==> src/rtl/usb_rx_crc16_check.sv <==
// ---------------------------------------------------------------------------
// usb_rx_crc16_check
// Receive-side CRC16 checker and payload stripper for USB DATA packets.
// Consumes the post-PID byte stream (payload plus two CRC bytes), forwards
// payload bytes only, and reports a per-packet result at end of packet.
//
// Ports:
//   clk, rst_n      : clock, asynchronous active-low reset
//   in_data/valid   : received byte (bit 0 first on the wire), no backpressure
//   in_sop          : qualifies in_valid, first byte after PID
//   in_eop          : single-cycle end-of-packet strobe
//   in_abort        : receiver fault, drop current packet
//   out_data/valid  : payload byte strobe (registered)
//   pkt_done        : single-cycle result strobe (registered)
//   pkt_crc_ok      : residual correct and no error flag set
//   pkt_len         : payload bytes emitted, saturates at MAX_LEN
//   pkt_short       : fewer than two bytes received
//   pkt_overflow    : payload exceeded MAX_LEN
//   pkt_aborted     : ended by in_abort or a restarting in_sop
// ---------------------------------------------------------------------------
module usb_rx_crc16_check #(
  parameter int unsigned MAX_LEN = 1024,
  localparam int unsigned LEN_W  = $clog2(MAX_LEN + 1)
) (
  input  logic             clk,
  input  logic             rst_n,
  input  logic [7:0]       in_data,
  input  logic             in_valid,
  input  logic             in_sop,
  input  logic             in_eop,
  input  logic             in_abort,
  output logic [7:0]       out_data,
  output logic             out_valid,
  output logic             pkt_done,
  output logic             pkt_crc_ok,
  output logic [LEN_W-1:0] pkt_len,
  output logic             pkt_short,
  output logic             pkt_overflow,
  output logic             pkt_aborted
);

  localparam logic [15:0]      CRC_INIT     = 16'hFFFF;
  localparam logic [15:0]      CRC_POLY     = 16'h8005;
  localparam logic [15:0]      CRC_RESIDUAL = 16'h800D;
  localparam logic [LEN_W-1:0] LEN_MAX      = LEN_W'(MAX_LEN);

  typedef enum logic [1:0] {
    S_IDLE   = 2'd0,
    S_FILL1  = 2'd1,
    S_FILL2  = 2'd2,
    S_STREAM = 2'd3
  } state_t;

  // One byte of CRC16, eight unrolled steps, bit 0 first.
  function automatic logic [15:0] crc16_byte(input logic [15:0] crc,
                                             input logic [7:0]  data);
    logic [15:0] c;
    logic        fb;
    c = crc;
    for (int i = 0; i < 8; i++) begin
      fb = data[i] ^ c[15];
      c  = {c[14:0], 1'b0} ^ (fb ? CRC_POLY : 16'h0000);
    end
    return c;
  endfunction

  state_t           state_q, state_d;
  logic [15:0]      crc_q, crc_d;
  logic [7:0]       hold0_q, hold0_d;   // oldest held byte
  logic [7:0]       hold1_q, hold1_d;   // newest held byte
  logic [LEN_W-1:0] len_q, len_d;
  logic             ovf_q, ovf_d;

  logic [7:0]       out_data_d;
  logic             out_valid_d;
  logic             pkt_done_d;
  logic             pkt_crc_ok_d;
  logic [LEN_W-1:0] pkt_len_d;
  logic             pkt_short_d;
  logic             pkt_overflow_d;
  logic             pkt_aborted_d;

  // Event decode. Abort dominates everything; a byte is accepted only
  // inside a packet or when it opens one.
  logic        busy;
  logic        accept;
  logic        restart;
  logic        abort_end;
  logic        eop_end;
  logic        pkt_end;
  logic        emit_req;
  logic        len_full;
  logic        emit;
  logic [15:0] crc_cur;

  assign busy      = (state_q != S_IDLE);
  assign accept    = in_valid & ~in_abort & (busy | in_sop);
  assign restart   = accept & in_sop & busy;
  assign abort_end = in_abort & busy;
  assign eop_end   = in_eop & ~in_abort & ~restart & (busy | accept);
  assign pkt_end   = abort_end | eop_end | restart;
  // The third byte pushes the oldest held byte out; a restart drops it.
  assign emit_req  = accept & ~restart & ((state_q == S_FILL2) | (state_q == S_STREAM));
  assign len_full  = (len_q == LEN_MAX);
  assign emit      = emit_req & ~len_full;
  assign crc_cur   = accept ? crc16_byte(in_sop ? CRC_INIT : crc_q, in_data) : crc_q;

  // State register.
  always_ff @(posedge clk or negedge rst_n) begin
    if (!rst_n) begin
      state_q <= S_IDLE;
    end else begin
      state_q <= state_d;
    end
  end

  // Next-state logic.
  always_comb begin
    state_d = state_q;
    case (state_q)
      S_IDLE: begin
        if (accept) begin
          state_d = eop_end ? S_IDLE : S_FILL1;
        end
      end
      default: begin
        if (abort_end) begin
          state_d = S_IDLE;
        end else if (restart) begin
          state_d = S_FILL1;
        end else if (eop_end) begin
          state_d = S_IDLE;
        end else if (accept) begin
          case (state_q)
            S_FILL1: state_d = S_FILL2;
            default: state_d = S_STREAM;
          endcase
        end
      end
    endcase
  end

  // Datapath and result next values.
  always_comb begin
    logic [15:0]      final_crc;
    logic [LEN_W-1:0] len_fin;
    logic             ovf_fin;
    logic             short_fin;
    logic             aborted_fin;

    hold0_d        = hold0_q;
    hold1_d        = hold1_q;
    crc_d          = crc_q;
    len_d          = len_q;
    ovf_d          = ovf_q;
    out_data_d     = out_data;
    out_valid_d    = 1'b0;
    pkt_done_d     = 1'b0;
    pkt_crc_ok_d   = pkt_crc_ok;
    pkt_len_d      = pkt_len;
    pkt_short_d    = pkt_short;
    pkt_overflow_d = pkt_overflow;
    pkt_aborted_d  = pkt_aborted;

    // Two-byte holdback shift buffer.
    if (accept) begin
      hold1_d = in_data;
      hold0_d = hold1_q;
    end

    if (emit) begin
      out_valid_d = 1'b1;
      out_data_d  = hold0_q;
    end

    len_fin = emit ? (len_q + LEN_W'(1)) : len_q;
    ovf_fin = ovf_q | (emit_req & len_full);

    // A restart reports the old packet, so its residual excludes the new byte.
    final_crc   = restart ? crc_q : crc_cur;
    aborted_fin = abort_end | restart;
    if (abort_end | restart) begin
      short_fin = (state_q == S_FILL1);
    end else begin
      short_fin = (state_q == S_IDLE) | ((state_q == S_FILL1) & ~accept);
    end

    if (restart) begin
      crc_d = crc_cur;
      len_d = '0;
      ovf_d = 1'b0;
    end else if (pkt_end) begin
      crc_d = CRC_INIT;
      len_d = '0;
      ovf_d = 1'b0;
    end else begin
      crc_d = crc_cur;
      len_d = len_fin;
      ovf_d = ovf_fin;
    end

    if (pkt_end) begin
      pkt_done_d     = 1'b1;
      pkt_len_d      = len_fin;
      pkt_short_d    = short_fin;
      pkt_overflow_d = ovf_fin;
      pkt_aborted_d  = aborted_fin;
      pkt_crc_ok_d   = (final_crc == CRC_RESIDUAL) & ~short_fin & ~ovf_fin & ~aborted_fin;
    end
  end

  // Datapath and output registers.
  always_ff @(posedge clk or negedge rst_n) begin
    if (!rst_n) begin
      crc_q        <= CRC_INIT;
      hold0_q      <= 8'h00;
      hold1_q      <= 8'h00;
      len_q        <= '0;
      ovf_q        <= 1'b0;
      out_data     <= 8'h00;
      out_valid    <= 1'b0;
      pkt_done     <= 1'b0;
      pkt_crc_ok   <= 1'b0;
      pkt_len      <= '0;
      pkt_short    <= 1'b0;
      pkt_overflow <= 1'b0;
      pkt_aborted  <= 1'b0;
    end else begin
      crc_q        <= crc_d;
      hold0_q      <= hold0_d;
      hold1_q      <= hold1_d;
      len_q        <= len_d;
      ovf_q        <= ovf_d;
      out_data     <= out_data_d;
      out_valid    <= out_valid_d;
      pkt_done     <= pkt_done_d;
      pkt_crc_ok   <= pkt_crc_ok_d;
      pkt_len      <= pkt_len_d;
      pkt_short    <= pkt_short_d;
      pkt_overflow <= pkt_overflow_d;
      pkt_aborted  <= pkt_aborted_d;
    end
  end

endmodule
==> config.mk <==
export PLATFORM = sky130hd
export DESIGN_NAME = usb_rx_crc16_check
export DESIGN_NICKNAME = d
export VERILOG_FILES = /design/src/rtl/usb_rx_crc16_check.sv
export SDC_FILE = /design/constraint.sdc
export NUM_CORES = 1
export LEC_CHECK = 0
export ABC_CLOCK_PERIOD_IN_PS = 2410
export CELL_PAD_IN_SITES_DETAIL_PLACEMENT = 1
export CELL_PAD_IN_SITES_GLOBAL_PLACEMENT = 2
export CORE_UTILIZATION = 30
export DETAILED_ROUTE_END_ITERATION = 6
export PLACE_DENSITY = 0.75
export SLEW_MARGIN = 30
export SYNTH_ARGS = -nofsm -noshare
export SYNTH_HDL_FRONTEND = slang
export SYNTH_SLANG_ARGS = --single-unit
==> constraint.sdc <==
create_clock -name clk -period 2.41 [get_ports clk]
set_input_delay 0.241 -clock clk [delete_from_list [all_inputs] [get_ports clk]]
set_output_delay 0.241 -clock clk [all_outputs]
set_load 0.1 [all_outputs]
; Word-level counts from Yosys, hierarchy flattened
; Index checks and enable logic that the tools add are counted.
[word_totals]
register_bits = 71
input_bits = 14
out_inout_bits = 25
word_cells = 101
[classes]
addsub = 1
eq_ne = 6
mux = 29
bitwise = 47
reduce_logical = 4
[ops]
columns = cell, count
row1 = $mux W16, 13
row2 = $xor A16 B16 Y16, 8
row3 = $mux W11, 3
row4 = $and A1 B1 Y1, 16
row5 = $eq A16 B16 Y1 const B, 1
row6 = $mux W2, 6
row7 = $add A11 B1 Y11 const B, 1
row8 = $eq A11 B11 Y1 const B, 1
row9 = $or A1 B1 Y1, 8
row10 = $xor A1 B1 Y1, 8
row11 = $mux W1, 7
row12 = $not A1 Y1, 7
row13 = $eq A2 B2 Y1 const B, 2
row14 = $reduce_bool A4 Y1, 1
row15 = $eq A2 B1 Y1 const B, 1
row16 = $logic_not A2 Y1, 1
row17 = $ne A2 B2 Y1 const B, 1
row18 = $reduce_and A2 Y1, 1
row19 = $reduce_bool A2 Y1, 1

; Depth between registers and ports, before layout
[logic_depth]
ltp_word = 31
mapped_depth = 8
ltp_nobuf = 8

; Worst setup path after synthesis
; OpenSTA, ideal clock, no wires.
[synth_timing]
path_kind = register to register
from = register crc_q[12]
to = register crc_q[15]
t_arrival_ns = 1.910
required_time_ns = 2.329
setup_slack_ns = 0.418
path_stages_with_launch = 7
synth_period_minus_slack_ns = 1.992
cell_sequence = dfstp_2 xnor2_1 nor2_1 xnor2_1 xnor3_2 xnor3_1 o211ai_1
[synth_via]
elab_chain_cells = 22
[synth_rtl]
columns = item, line
row1 = from (decl), 68  ; logic [15:0] crc_q, crc_d;
row2 = from (signal assigned), 229  ; crc_q <= crc_d;
row3 = $mux W16 (*), 106  ; assign crc_cur = accept ? crc16_byte(in_sop ? CRC_INIT : crc_q, in_data) : crc_q;
row4 = $xor A16 B16 Y16 (*) (3 in a row), 62  ; c = {c[14:0], 1'b0} ^ (fb ? CRC_POLY : 16'h0000);
row5 = $xor A1 B1 Y1 (*), 61  ; fb = data[i] ^ c[15];
row6 = $mux W16 (*), 62
row7 = $xor A16 B16 Y16 (*), 62
row8 = $xor A1 B1 Y1 (*), 61
row9 = $mux W16 (*), 62
row10 = $xor A16 B16 Y16 (*), 62
row11 = (+5 left out), --
row12 = $xor A16 B16 Y16 (*), 62
row13 = $xor A1 B1 Y1 (*), 61
row14 = $mux W16 (*), 62
row15 = $xor A16 B16 Y16 (*), 62
row16 = $mux W16 (*), 106
row17 = $mux W16, 192  ; end else if (pkt_end) begin
row18 = $mux W16 (*), 188  ; if (restart) begin
row19 = named net crc_d[15], 68
; The timed path passes the listed nets; every way through them passes the cells marked *.
; A chain may end at the register's enable or synchronous reset.

; Worst setup path in the final report
; Same ends and word-level chain as after synthesis.

==> results.cfg <==
[status]
status = completed

[detailed_routing]
routedWlPerCell_um = 15.1
remaining_drc_errors = 0
post_drt_via_cell_ratio = 4.74
drtAntennaViolNets = 0
drt_iter0_markers = 78
vias = 2590
wirelength_mm = 8.24
dr.pass1.iters = 4

[clocking]
cts.sinks = 71
cts_buffer_depth = 2
clk_pin_slew_ns = 0.06
numCtsBuffers = 9
cts_tree = done
root_buffer = clkbuf_16
htree_levels = 3
clock_latency_ns = 0.33

[final_layout]
antennaDiodeCount = 0
drive_gt1_frac = 0.234
instances_no_fill = 546
nets = 418
areaGrowthSynthToFinish_pct = 27.5
fillers = 1245

[flow_run]
cap_violations = 0

[worst_setup_path]
end_kind = flip-flop
required_ns = 2.67
cp_slowest_cell = dfstp_2
crit_path_start = crc_q[12]$_DFF_PN1_
crit_type = reg2reg
critPathMaxFanout = 4
worst-r2r-setup-slack_ns = 0.29
crit_top_cell = xnor2_1
worst_path_largest_cell_delay_ns = 0.59
crit-reg2reg-capture = crc_q[15]$_DFF_PN1_
r2r_start = crc_q[12]$_DFF_PN1_
cp-start-kind = flip-flop
cp-endpoint = crc_q[15]$_DFF_PN1_
cp.arrival_ns = 2.38
reg2regPathDepth = 6
crit_chain = xnor2_1 > nor2_1 > xnor2_1 > xnor3_2 > xnor3_1 > o211ai_1

[synthesis]
async_reset_ff_frac = 1.00
synthTopCellsByArea = dfrtp_1 40%, dfstp_2 12%, nand2_1 7.9%
synth_top_cell_by_area = dfrtp_1
syn_area_sq_um = 3400
synth_edf_count = 0
synth_cell_type_count = 43
syn_nets = 360
yosys_warnings = 0
synth_top_area_frac = 0.404
synth-seq-cells = 71
syn_area_per_cell_sq_um = 9.90
syn_inst = 344
synth_flop_cell = dfrtp_1
ys_seq_area_frac = 0.528

[sta]
tightest_slew_ns = 0.546
post-route-period-util = 0.881
final-max-slew-violation-count = 0
clock_skew_ns = 0.00650
slew_headroom = 0.635
worst_slack_ns = 0.287
setup_viol = 0
hold_viol = 0
fmax_mhz = 471
layout_min_cycle_time_ns = 2.12
rsz0062_at_grt = no
hold_ws_ns = 0.472
setup_tns_ns = 0

[pwr]
p_per_area_nw_per_um2 = 1390
peakVddDrop_uv = 1010
power_leakage_nw = 2.00

[placed_design]
pre_cts_ws_ns = 0.0562
gp_congestion = 0.781
dpl.hpwl_mm = 5.73
dpl.cell_count = 530
portBuffers = 38

[global_routing]
grt_pass1_wl_mm = 14.1
grt_max_degree = 72
antenna_found_initial = 0
grt.total_usage = 0.156
overflow = 0
grt_pass1_vias = 2790

[floorplanning]
coreArea_sq_um = 10900
die_h_um = 109
io_pins = 39
rows = 38
die_area_sq_um = 11800
die_w_um = 109
start_util = 0.311

[min_path]
min_path_type = reg2reg
[worst min-delay path by stage]
stage | startpoint | endpoint | slack [ns] | depth (start not counted)
final | hold1_q[4]$_DFFE_PN0P_ | hold0_q[4]$_DFFE_PN0P_ | 0.47 | 2
after global routing | hold1_q[1]$_DFFE_PN0P_ | hold1_q[1]$_DFFE_PN0P_ | 0.50 | 2
after CTS | hold1_q[4]$_DFFE_PN0P_ | hold0_q[4]$_DFFE_PN0P_ | 0.47 | 2
after detailed placement | rst_n | pkt_len[4]$_DFFE_PN0P_ | 0.31 | 2
after global placement | rst_n | pkt_len[4]$_DFFE_PN0P_ | 0.30 | 2
after floorplan | rst_n | hold0_q[0]$_DFFE_PN0P_ | -0.05 | 0
[through the flow]
step / cell area (sq um) / utilization / power (mW)
6_report: 4340 / 0.397 / 6.05
5_1_grt: 4340 / 0.397 / 6.37
4_1_cts: 4340 / 0.397 / 6.13
3_5_place_dp: 4030 / 0.369 / 4.75
3_3_place_gp: 4030 / 0.369 / 4.69
2_1_floorplan: 3400 / - / 4.02
[per-layer routing]
metal	vias up	global-route usage	part of all wire	wire length [um]
li1	1268	-	-	-
met1	1272	0.205	0.48	3920
met2	44	0.257	0.49	4000
met3	6	0.0416	0.033	273
met4	0	0.0319	0.0057	47
met5	-	0	0	0
[worst max-delay path, delay by kind of cell, from the launching register on]
family / cells / cell delay, ns
xor gates and xnor gates: 4 / 1.23
DFF: 1 / 0.59
AOI/OAI and AO/OA: 1 / 0.16
and+or+nand+nor: 1 / 0.07
[sequential cells by signal (all words and copies together) (netlist names), 2 cells and up]
| signal | flops |
|---|---|
| pkt_len | 11 |
| len_q | 11 |
| hold0_q | 8 |
| state_q | 2 |
| hold1_q | 8 |
| crc_q | 16 |
| out_data | 8 |
[area by class of cell]
| cell class | instances | area [sq um] | area share |
|---|---|---|---|
| timing repair buffer | 63 | 541 | 0.124 |
| sequential | 71 | 1800 | 0.414 |
| inverter | 4 | 15.0 | 0.00346 |
| clock buffer | 12 | 256 | 0.0591 |
| tap | 140 | 175 | 0.0403 |
| multi-input combinational | 253 | 1520 | 0.349 |
| clock inverter | 3 | 42.5 | 0.00980 |
[where the power goes]
| part | switching, mW | total (mW) | internal, mW |
|---|---|---|---|
| Clock | 0.491 | 1.34 | 0.850 |
| Combinational | 2.01 | 2.81 | 0.796 |
| Sequential | 0.271 | 1.90 | 1.63 |
| Total | 2.78 | 6.05 | 3.27 |
[synthesized netlist by cell type (2+ instances only)]
library cell and n:
buf_2 5, o211ai_1 11, inv_1 4, clkbuf_1 8
nor3b_1 2, a21oi_1 21, nand4_1 2, mux2_2 9
nand3_1 5, dfstp_2 16, a31oi_1 4, xor2_1 16
nand2b_1 2, dfrtp_1 55, buf_6 2, and4b_1 2
ha_1 2, xnor2_1 22, xnor3_1 2, o22ai_1 2
and3_1 2, nor3_1 8, nor2b_1 2, o21ai_0 6
nor2_1 44, o32ai_1 2, nand2_1 72
[cell families (layout without fill, tap and decap cells)]
family	after synthesis	after routing	synth area share
AO/OA/AOI/OAI	51	51	0.0915
adder cells (fa/ha/maj)	2	2	0.00735
AND/OR/NAND/NOR	148	148	0.189
buffers and inverters	20	82	0.0294
XOR/XNOR	42	42	0.123
flip-flops	71	71	0.528
multiplexers	10	10	0.0327
[cells in the final DEF, fill, tap and decap left out, types with 2 or more instances in the layout]
cell / netlist / final
and4b_1: 2 / 2
dfrtp_1: 55 / 55
nor3_1: 8 / 8
xnor2_1: 22 / 22
nor3b_1: 2 / 2
xor2_1: 16 / 16
nor2_1: 44 / 44
a21oi_1: 21 / 21
clkbuf_8: 0 / 2
nor2b_1: 2 / 2
xnor3_1: 2 / 2
dfstp_2: 16 / 16
inv_1: 4 / 4
a31oi_1: 4 / 4
buf_4: 1 / 46
ha_1: 2 / 2
nand2_1: 72 / 72
o21ai_2: 0 / 2
buf_12: 0 / 3
o32ai_1: 2 / 2
nand2b_1: 2 / 2
clkbuf_16: 0 / 9
o22ai_1: 2 / 2
o211ai_1: 11 / 11
o21ai_0: 6 / 5
mux2_2: 9 / 9
clkdlybuf4s50_1: 0 / 12
nand4_1: 2 / 2
nand3_1: 5 / 5
and3_1: 2 / 2
[what timing repair did]
action                                  CTS  global route
resized for setup                         0             0
endpoints found under the hold margin    55             0
hold buffers                              1             0
buffers inserted                          0             0
endpoints found under the setup margin    0             0
No activity file was read; power rests on OpenSTA's default activity.
